[src/rtl/sync_fifo_prog_pkg.sv]
// sync_fifo_prog_pkg
// Shared definitions for the programmable synchronous FIFO: default
// geometry, the read-mode enumeration and the count-width helper used to
// size occupancy, threshold and high-water-mark fields.
package sync_fifo_prog_pkg;

  localparam int FIFO_WIDTH_DEF = 16;
  localparam int FIFO_DEPTH_DEF = 8;

  typedef enum logic {
    FIFO_STD  = 1'b0,
    FIFO_FWFT = 1'b1
  } fifo_mode_e;

  // Width needed to hold the values 0..depth inclusive.
  function automatic int cnt_w(input int depth);
    return $clog2(depth + 1);
  endfunction

endpackage

[src/rtl/sync_fifo_prog_ram.sv]
// fifo_ram
// Simple dual-port register array: one synchronous write port and one
// asynchronous read port. Contents are deliberately not reset.
// Ports:
//   clk_i    : clock
//   we_i     : write enable
//   waddr_i  : write address
//   wdata_i  : write data
//   raddr_i  : read address
//   rdata_o  : read data (combinational from raddr_i)
module fifo_ram #(
  parameter int WIDTH = 16,
  parameter int DEPTH = 8,
  parameter int AW    = 3
) (
  input  logic             clk_i,
  input  logic             we_i,
  input  logic [AW-1:0]    waddr_i,
  input  logic [WIDTH-1:0] wdata_i,
  input  logic [AW-1:0]    raddr_i,
  output logic [WIDTH-1:0] rdata_o
);

  logic [WIDTH-1:0] mem_q [DEPTH];

  // Storage write port.
  always_ff @(posedge clk_i) begin
    if (we_i) begin
      mem_q[waddr_i] <= wdata_i;
    end
  end

  assign rdata_o = mem_q[raddr_i];

endmodule

[src/rtl/sync_fifo_prog.sv]
// sync_fifo_prog
// Single-clock FIFO with standard or first-word-fall-through read mode,
// runtime-programmable almost-full/almost-empty thresholds, synchronous
// flush, read-valid strobe and a high-water-mark register.
// Ports:
//   clk, rst (async, active high), clr (sync flush)
//   wr_en/data_in        : write side
//   rd_en                : pop request
//   af_thresh/ae_thresh  : almostfull when count >= af, almostempty when count <= ae
//   data_out/rd_valid    : read side
//   wr_ack/overflow/underflow : registered result pulses for the previous cycle
//   full/empty/almostfull/almostempty : flags from the registered count
//   count/hwm            : occupancy and its maximum since reset/clr
module sync_fifo_prog
  import sync_fifo_prog_pkg::*;
#(
  parameter int FIFO_WIDTH = FIFO_WIDTH_DEF,
  parameter int FIFO_DEPTH = FIFO_DEPTH_DEF,
  parameter int FWFT       = 0,
  parameter int CNT_W      = cnt_w(FIFO_DEPTH)
) (
  input  logic                  clk,
  input  logic                  rst,
  input  logic                  clr,
  input  logic                  wr_en,
  input  logic [FIFO_WIDTH-1:0] data_in,
  input  logic                  rd_en,
  input  logic [CNT_W-1:0]      af_thresh,
  input  logic [CNT_W-1:0]      ae_thresh,
  output logic [FIFO_WIDTH-1:0] data_out,
  output logic                  rd_valid,
  output logic                  wr_ack,
  output logic                  overflow,
  output logic                  underflow,
  output logic                  full,
  output logic                  empty,
  output logic                  almostfull,
  output logic                  almostempty,
  output logic [CNT_W-1:0]      count,
  output logic [CNT_W-1:0]      hwm
);

  localparam int                PTR_W    = $clog2(FIFO_DEPTH);
  localparam logic [PTR_W-1:0]  PTR_LAST = PTR_W'(FIFO_DEPTH - 1);
  localparam logic [CNT_W-1:0]  CNT_FULL = CNT_W'(FIFO_DEPTH);
  localparam fifo_mode_e        MODE     = (FWFT != 0) ? FIFO_FWFT : FIFO_STD;

  // Explicit wrap so non-power-of-two depths work.
  function automatic logic [PTR_W-1:0] ptr_inc(input logic [PTR_W-1:0] p);
    return (p == PTR_LAST) ? {PTR_W{1'b0}} : p + PTR_W'(1);
  endfunction

  logic [PTR_W-1:0]      wr_ptr_q, wr_ptr_d;
  logic [PTR_W-1:0]      rd_ptr_q, rd_ptr_d;
  logic [CNT_W-1:0]      count_q, count_d;
  logic [CNT_W-1:0]      hwm_q, hwm_d;
  logic                  wr_ack_q, overflow_q, underflow_q;
  logic                  full_s, empty_s, wr_acc_s, rd_acc_s;
  logic [FIFO_WIDTH-1:0] rdata_s;

  assign full_s  = (count_q == CNT_FULL);
  assign empty_s = (count_q == {CNT_W{1'b0}});

  // A read frees a slot in the same cycle, so a full FIFO still accepts a
  // write alongside an accepted read; an empty FIFO never accepts the read.
  assign rd_acc_s = rd_en && !empty_s && !clr;
  assign wr_acc_s = wr_en && (!full_s || rd_acc_s) && !clr;

  fifo_ram #(
    .WIDTH (FIFO_WIDTH),
    .DEPTH (FIFO_DEPTH),
    .AW    (PTR_W)
  ) u_ram (
    .clk_i   (clk),
    .we_i    (wr_acc_s),
    .waddr_i (wr_ptr_q),
    .wdata_i (data_in),
    .raddr_i (rd_ptr_q),
    .rdata_o (rdata_s)
  );

  // Next-state for pointers, occupancy and high-water mark.
  always_comb begin
    wr_ptr_d = wr_ptr_q;
    rd_ptr_d = rd_ptr_q;
    count_d  = count_q;
    hwm_d    = hwm_q;
    if (clr) begin
      wr_ptr_d = {PTR_W{1'b0}};
      rd_ptr_d = {PTR_W{1'b0}};
      count_d  = {CNT_W{1'b0}};
      hwm_d    = {CNT_W{1'b0}};
    end else begin
      if (wr_acc_s) begin
        wr_ptr_d = ptr_inc(wr_ptr_q);
      end else begin
        wr_ptr_d = wr_ptr_q;
      end
      if (rd_acc_s) begin
        rd_ptr_d = ptr_inc(rd_ptr_q);
      end else begin
        rd_ptr_d = rd_ptr_q;
      end
      case ({wr_acc_s, rd_acc_s})
        2'b10:   count_d = count_q + CNT_W'(1);
        2'b01:   count_d = count_q - CNT_W'(1);
        default: count_d = count_q;
      endcase
      if (count_d > hwm_q) begin
        hwm_d = count_d;
      end else begin
        hwm_d = hwm_q;
      end
    end
  end

  // Pointer, count, hwm and result-pulse registers.
  always_ff @(posedge clk or posedge rst) begin
    if (rst) begin
      wr_ptr_q    <= {PTR_W{1'b0}};
      rd_ptr_q    <= {PTR_W{1'b0}};
      count_q     <= {CNT_W{1'b0}};
      hwm_q       <= {CNT_W{1'b0}};
      wr_ack_q    <= 1'b0;
      overflow_q  <= 1'b0;
      underflow_q <= 1'b0;
    end else begin
      wr_ptr_q    <= wr_ptr_d;
      rd_ptr_q    <= rd_ptr_d;
      count_q     <= count_d;
      hwm_q       <= hwm_d;
      wr_ack_q    <= wr_acc_s;
      overflow_q  <= wr_en && !wr_acc_s && !clr;
      underflow_q <= rd_en && !rd_acc_s && !clr;
    end
  end

  generate
    if (MODE == FIFO_STD) begin : g_std
      logic [FIFO_WIDTH-1:0] data_out_q;
      logic                  rd_valid_q;

      // Registered read data: captured only on an accepted pop.
      always_ff @(posedge clk or posedge rst) begin
        if (rst) begin
          data_out_q <= {FIFO_WIDTH{1'b0}};
          rd_valid_q <= 1'b0;
        end else if (clr) begin
          data_out_q <= {FIFO_WIDTH{1'b0}};
          rd_valid_q <= 1'b0;
        end else begin
          if (rd_acc_s) begin
            data_out_q <= rdata_s;
          end
          rd_valid_q <= rd_acc_s;
        end
      end

      assign data_out = data_out_q;
      assign rd_valid = rd_valid_q;
    end else begin : g_fwft
      // Head word is presented directly; zero while nothing is stored.
      assign data_out = empty_s ? {FIFO_WIDTH{1'b0}} : rdata_s;
      assign rd_valid = !empty_s;
    end
  endgenerate

  assign wr_ack      = wr_ack_q;
  assign overflow    = overflow_q;
  assign underflow   = underflow_q;
  assign full        = full_s;
  assign empty       = empty_s;
  assign almostfull  = (count_q >= af_thresh);
  assign almostempty = (count_q <= ae_thresh);
  assign count       = count_q;
  assign hwm         = hwm_q;

endmodule

[config.mk]
export PLATFORM = sky130hd
export DESIGN_NAME = sync_fifo_prog
export DESIGN_NICKNAME = d
export VERILOG_FILES = /design/src/rtl/sync_fifo_prog_pkg.sv /design/src/rtl/sync_fifo_prog_ram.sv /design/src/rtl/sync_fifo_prog.sv
export SDC_FILE = /design/constraint.sdc
export NUM_CORES = 1
export LEC_CHECK = 0
export BUFFER_PORTS_ARGS = -buffer_cell sky130_fd_sc_hd__buf_2
export CORE_UTILIZATION = 63
export CTS_CLUSTER_SIZE = 24
export DETAILED_ROUTE_END_ITERATION = 8
export PLACE_DENSITY = 0.87
export SYNTH_ARGS = -nofsm -noshare
export SYNTH_HDL_FRONTEND = slang
export SYNTH_SLANG_ARGS = --single-unit
[constraint.sdc]
create_clock -name clk -period 11.39 [get_ports clk]
set_input_delay 1.139 -clock clk [delete_from_list [all_inputs] [get_ports clk]]
set_output_delay 1.139 -clock clk [all_outputs]
set_load 0.03 [all_outputs]
# ---- Yosys cells after proc, flatten, opt, wreduce, memory -nomap -nowiden
# Memory sizes are Yosys's and may differ from the RTL's.
# Cells that the tools add are included.
dict set report totals {
  inputBits 29
  mem_bits_ro 0
  output_inout_bits 32
  latchBits 0
  wordCells 56
  memories 1
  ramBits 128
  regBits 34
}
# name words width read_ports rd_ports_with_merged_regs write_ports line
set memory_table {}
lappend memory_table {u_ram.mem_q 8 16 1 0 1 sync_fifo_prog_ram.sv:24} ;# logic [WIDTH-1:0] mem_q [DEPTH];
dict set report classes {
  n_shift 0
  n_addsub 4
  div_mod_pow 0
  n_mul 0
  order_cmp 3
  n_bitwise 0
  reduce_logical 18
  eq_ne 5
  n_mux 16
}
# op count
set ops {}
lappend ops {{16-bit two-way mux} 2}
lappend ops {{3-bit two-way mux} 6}
lappend ops {{4-bit two-way mux} 4}
lappend ops {{1-bit logical AND} 8}
lappend ops {{4-bit case mux with 2 select lines} 1}
lappend ops {{3-bit by 1-bit adder with 3-bit output (second input constant)} 2}
lappend ops {{3-bit equality test (second input constant)} 2}
lappend ops {{2-bit nonzero test} 3}
lappend ops {{1-bit zero test} 5}
lappend ops {{4-bit by 1-bit adder with 4-bit output (second input constant)} 1}
lappend ops {{4-bit equality test (second input constant)} 1}
lappend ops {{4-bit >= comparator} 1}
lappend ops {{4-bit > comparator} 1}
lappend ops {{4-bit <= comparator} 1}
lappend ops {{4-bit zero test} 1}
lappend ops {{4-bit by 1-bit subtractor with 4-bit output (second input constant)} 1}
lappend ops {{1-bit two-way mux} 3}
lappend ops {{2-bit by 1-bit equality test with 1-bit output (second input constant)} 1}
lappend ops {{2-bit equality test (second input constant)} 1}
lappend ops {{1-bit logical OR} 1}

# ---- Longest topological paths before layout
dict set report logic_depth {
  depth_word 13
  depth_mapped 17
  mapped_depth_nobuf 16
}

# ---- Modules after synthesis
# A second synthesis with hierarchy kept.
dict set report hier_totals {
  cells_unflattened 392
  area_unflattened_um2 6800.3
}
# mod seq_area_each_um2 instances area_per_inst_um2 cells_each
set by_module_without_submodules {}
lappend by_module_without_submodules {fifo_ram 3843.7 1 4973.5 198}
lappend by_module_without_submodules {sync_fifo_prog 850.8 1 1826.8 194}

# ---- Worst setup path before layout
# No wires, ideal clock.
dict set report synth_timing {
  path_type {input-to-reg}
  startpoint {in rd_en}
  endpoint {reg hwm_q[0] (netlist: hwm[0])}
  path_slack_ns 7.433
  n_path_buf 1
  arrival_time_ns 3.824
  required_time_ns 11.257
  setup_time_ns 0.133
  stages 16
  path_cell_list {nand2_1 > or2_1 > buf_4 > inv_1 > ha_1 > ha_1 > a21oi_1 > a21boi_0 > nor3_1 > xnor2_1 > inv_1 > ha_1 > and4_1 > a21oi_1 > mux2i_1 > nor2_1}
}
dict set report synth_via {
  elab_chain_len 10
  elab_cells_between_ends 13
  cone_classes {order compare (1); eq/ne (2); mux (4); reduce/logical (6)}
}
# item line
set synth_lines {}
lappend synth_lines {{start, declared} sync_fifo_prog.sv:27} ;# input logic rd_en,
lappend synth_lines {{1-bit logical AND * (2 in series)} sync_fifo_prog.sv:66} ;# assign rd_acc_s = rd_en && !empty_s && !clr;
lappend synth_lines {{1-bit logical OR} sync_fifo_prog.sv:67} ;# assign wr_acc_s = wr_en && (!full_s || rd_acc_s) && !clr;
lappend synth_lines {{1-bit logical AND (2 in series)} sync_fifo_prog.sv:67}
lappend synth_lines {{2-bit by 1-bit equality test with 1-bit output / 2-bit equality test (equally long branches)} sync_fifo_prog.sv:104} ;# case ({wr_acc_s, rd_acc_s})
lappend synth_lines {{4-bit case mux with 2 select lines *} sync_fifo_prog.sv:104}
lappend synth_lines {{4-bit two-way mux *} sync_fifo_prog.sv:88} ;# if (clr) begin
lappend synth_lines {{4-bit > comparator / 4-bit two-way mux (equally long branches)} sync_fifo_prog.sv:109} ;# if (count_d > hwm_q) begin
lappend synth_lines {{2-bit nonzero test (no source line) / 4-bit two-way mux (equally long branches)} n/a}
lappend synth_lines {{end signal, assigned} sync_fifo_prog.sv:123} ;# hwm_q <= {CNT_W{1'b0}};
lappend synth_lines {{end signal, assigned} sync_fifo_prog.sv:131} ;# hwm_q <= hwm_d;
lappend synth_lines {{end, declared} sync_fifo_prog.sv:56} ;# logic [CNT_W-1:0] hwm_q, hwm_d;
# Every way passes the cells marked *; elsewhere a longest branch is shown, timed or not. The select of a mux whose other input is x is not followed.
# A chain may end at the register's enable or synchronous reset.

# ---- Worst setup path in the final report
dict set report layout_timing {
  startpoint {reg count_q[3] (netlist: count[3])}
  endpoint {reg hwm_q[1] (netlist: hwm[1])}
}
dict set report layout_via {
  elab_chain_len 12
  elab_cells_between_ends 19
  cone_classes {add/sub (2); order compare (1); eq/ne (3); mux (4); reduce/logical (9)}
}
# item line
set layout_lines {}
lappend layout_lines {{start, declared} sync_fifo_prog.sv:55} ;# logic [CNT_W-1:0] count_q, count_d;
lappend layout_lines {{start signal, assigned} sync_fifo_prog.sv:122} ;# count_q <= {CNT_W{1'b0}};
lappend layout_lines {{start signal, assigned} sync_fifo_prog.sv:130} ;# count_q <= count_d;
lappend layout_lines {{4-bit zero test} sync_fifo_prog.sv:62} ;# assign empty_s = (count_q == {CNT_W{1'b0}});
lappend layout_lines {{1-bit zero test} sync_fifo_prog.sv:66}
lappend layout_lines {{1-bit logical AND (2 in series)} sync_fifo_prog.sv:66}
lappend layout_lines {{1-bit logical OR} sync_fifo_prog.sv:67}
lappend layout_lines {{1-bit logical AND (2 in series)} sync_fifo_prog.sv:67}
lappend layout_lines {{2-bit by 1-bit equality test with 1-bit output / 2-bit equality test (equally long branches)} sync_fifo_prog.sv:104}
lappend layout_lines {{4-bit case mux with 2 select lines *} sync_fifo_prog.sv:104}
lappend layout_lines {{4-bit two-way mux *} sync_fifo_prog.sv:88}
lappend layout_lines {{4-bit > comparator / 4-bit two-way mux (equally long branches)} sync_fifo_prog.sv:109}
lappend layout_lines {{2-bit nonzero test (no source line) / 4-bit two-way mux (equally long branches)} n/a}
# Marked as above.

==> impl_metrics.env <==
export IMPL_port_buffers=60
export IMPL_fin_tns_setup_ns=0
export IMPL_syn_nets=414
export IMPL_place_congestion=0.755
export IMPL_grt_pass1_vias=3705
export IMPL_power_density_mw_per_mm2=188
export IMPL_grt_overflow_total=0
export IMPL_finalCritPeriodShare_pct=40.5
export IMPL_grt_pass1_wl_mm=20.3
export IMPL_cap_violations=0
export IMPL_final_antenna_net_count=0
export IMPL_multi_input_area_mm2=0.00176
export IMPL_path_class="flop to flop"
export IMPL_diodes=0
export IMPL_start_util_pct=66.2
export IMPL_antenna_found_initial=0
export IMPL_fillers=534
export IMPL_hpwlAfterDp_mm=7.35
export IMPL_p_int_uw=1080
export IMPL_synth_enable_flop_cells=128
export IMPL_power_frac_clock_pct=40.9
export IMPL_post_place_ws_ns=6.51
export IMPL_clk_pin_slew_worst_paths_ns=0.07
export IMPL_arrival_ns=5.02
export IMPL_post_route_util_pct=77.4
export IMPL_status="finished, final reports clean"
export IMPL_final_setup_viol_count=0
export IMPL_die_w_um=104
export IMPL_rsz0062_at_grt="no"
export IMPL_vias=3520
export IMPL_switching_share_pct=25.2
export IMPL_die_area_mm2=0.0108
export IMPL_placedCellCount=550
export IMPL_stdcell_count=582
export IMPL_cts_setup_buffers=0
export IMPL_cp_slowest_cell="or4_4"
export IMPL_end_kind="flop"
export IMPL_ys_seq_area_share_pct=71.6
export IMPL_ff2ff_path_depth=16
export IMPL_setup_ws_ns=6.78
export IMPL_cts_tree="yes"
export IMPL_die_h_um=104
export IMPL_switchingPower_uw=364
export IMPL_drc=0
export IMPL_avgSynthCellArea_um2=18.0
export IMPL_io_pins=61
export IMPL_skew_ns=0.0154
export IMPL_cts_max_path_buffers=2
export IMPL_seq_power_share_pct=47.4
export IMPL_nets=485
export IMPL_synth_cell_types=36
export IMPL_worstSkewPairLatency_ns=0.53
export IMPL_synth_seq_cells=162
export IMPL_ir_drop_mv=0.139
export IMPL_min_period_ns=4.61
export IMPL_first_iter_violations=198
export IMPL_clock_sinks=162
export IMPL_cp_cell_sequence="or4_4 -> nand2_1 -> or2_1 -> inv_1 -> ha_1 -> ha_1 -> a21oi_1 -> a21boi_0 -> nor3_1 -> xnor2_1 -> inv_1 -> ha_1 -> and4_1 -> a21oi_1 -> mux2i_1 -> nor2_1"
export IMPL_register_area_mm2=0.00470
export IMPL_holdBufCountCts=0
export IMPL_crit_path_frequent_cell="ha_1"
export IMPL_synth_cell_area_mm2=0.00656
export IMPL_p_leak_uw=0.00290
export IMPL_core_mm2=0.00991
export IMPL_drive_gt1_share_pct=31.4
export IMPL_cp_max_fo=19
export IMPL_cp_required_ns=11.80
export IMPL_dr_pass1_iters=4
export IMPL_grt_usage_pct=26.4
export IMPL_ys_warn_count=0
export IMPL_grt_max_degree=35
export IMPL_htree_levels=4
export IMPL_rows=36
export IMPL_ys_flop_type="edfxtp_1"
export IMPL_async_reset_ff_share_pct=21.0
export IMPL_hp_class="flop to flop"
export IMPL_postSynthCellCount=365
export IMPL_viasPerCell=6.05
export IMPL_slowest_delay_ns=0.59
export IMPL_slew_viol_final=0
export IMPL_post_drt_wl_per_cell_um=22.1
export IMPL_comb_power_share_pct=11.7
export IMPL_hold_violations=0
export IMPL_cts_root_buf="clkbuf_8"
export IMPL_relSlewSlack_pct=24.3
export IMPL_cts_resized=0
export IMPL_totalWireLength_mm=12.9
export IMPL_numCtsBuffers=17
export IMPL_worstHoldPathCells=2
export IMPL_syn_to_final_growth_pct=16.9
export IMPL_worst_slew_pin_slew_ns=1.14
export IMPL_max_freq_mhz=217
export IMPL_cp_start_kind="flop"
## kinds of logic after synthesis
group                    share of synthesized area (%)
XOR/XNOR                                         0.401
buffers and inverters                             2.21
flip-flops                                        71.6
multiplexers                                      14.4
adder cells (fa/ha/maj)                           3.93
AND/OR/NAND/NOR                                   4.29
AO/OA/AOI/OAI                                     3.15
## through the flow
stage          power, µW  hold slack [ns]  cell area, µm²
3_5_place_dp         864            0.465            7040
5_1_grt             1480            0.512            7670
2_1_floorplan        814            0.574            6560
3_3_place_gp         853            0.459            7040
4_1_cts             1450            0.480            7670
6_report            1440            0.479            7670
## power groups by stage
stage | sequential [µW] | clock [µW] | combinational [µW]
floorplan | 703 | 0 | 110
global placement | 696 | 0 | 157
detailed placement | 697 | 0 | 167
CTS | 685 | 596 | 169
global route | 688 | 615 | 182
finish | 684 | 590 | 169
## cell usage in the layout (no fill, tap or decap), types with 16 or more instances in the layout
| cell | instances |
|---|---|
| edfxtp_1 | 128 |
| clkbuf_16 | 16 |
| mux4_2 | 32 |
| inv_1 | 18 |
| mux2i_1 | 19 |
| buf_2 | 60 |
| nand2_1 | 22 |
| o21ai_0 | 20 |
| ha_1 | 19 |
| dfrtp_1 | 33 |
## path summary, 6_finish.rpt
path,start,endpoint,slack [ns]
setup reg to reg,count[3],hwm[1],6.78
hold / removal,data_out[6],data_out[6],0.48
hold reg to reg,data_out[6],data_out[6],0.48
setup / recovery,count[3],hwm[1],6.78
min in group asynchronous,rst,data_out[4],0.70
max in group asynchronous,rst,rd_ptr_q[0],10.34
## synth_stat cells, types with 2 or more instances
cell      number  area share, %
buf_2          8           0.61
dfrtp_1       34             13
buf_4          3           0.34
nor2_1        11           0.63
a21oi_1        5           0.38
nor2b_1        6           0.57
nor3_1         6           0.46
a22o_1         4           0.53
nand2_1       22            1.3
xnor2_1        2           0.27
buf_1          2           0.11
inv_1         18            1.0
mux2i_1       19            2.9
nand2b_1       5           0.48
edfxtp_1     128             59
ha_1          19            3.6
o21ai_0       20            1.5
mux2_2         3           0.52
mux4_2        32             11
clkbuf_1       2           0.11
## worst max-delay path: cells and delay by family, from the launching register on
kind | cells | cell delay [ns]
and+or+nand+nor | 6 | 1.68
adders and majority gates | 3 | 0.94
AOI/OAI and AO/OA | 3 | 0.72
DFF | 1 | 0.47
muxes | 1 | 0.26
buffers and inverters | 2 | 0.22
xor gates and xnor gates | 1 | 0.21
## routing by layer
layer | GRT usage, % | up-vias | part of all wire, %
li1 | - | 1555 | -
met1 | 33.6 | 1771 | 38
met2 | 44.1 | 178 | 53
met3 | 6.02 | 16 | 8.1
met4 | 11.4 | 0 | 1.5
met5 | 0 | - | 0
## layout make-up
cell class / count / share of cell area [%]
clock inverter: 14 / 2.53
multi-input combinational: 170 / 23.0
inverter: 18 / 0.881
tap: 133 / 2.17
sequential: 162 / 61.3
timing repair buffer: 67 / 4.60
clock buffer: 18 / 5.58
## state kept, by name (all words and copies together), names as in the netlist
signal	count
rd_ptr_q	3
count	4
rd_valid	1
overflow	1
u_ram.mem_q	128
hwm	4
wr_ack	1
wr_ptr_q	3
data_out	16
underflow	1
No activity file was read; power rests on OpenSTA's default activity.
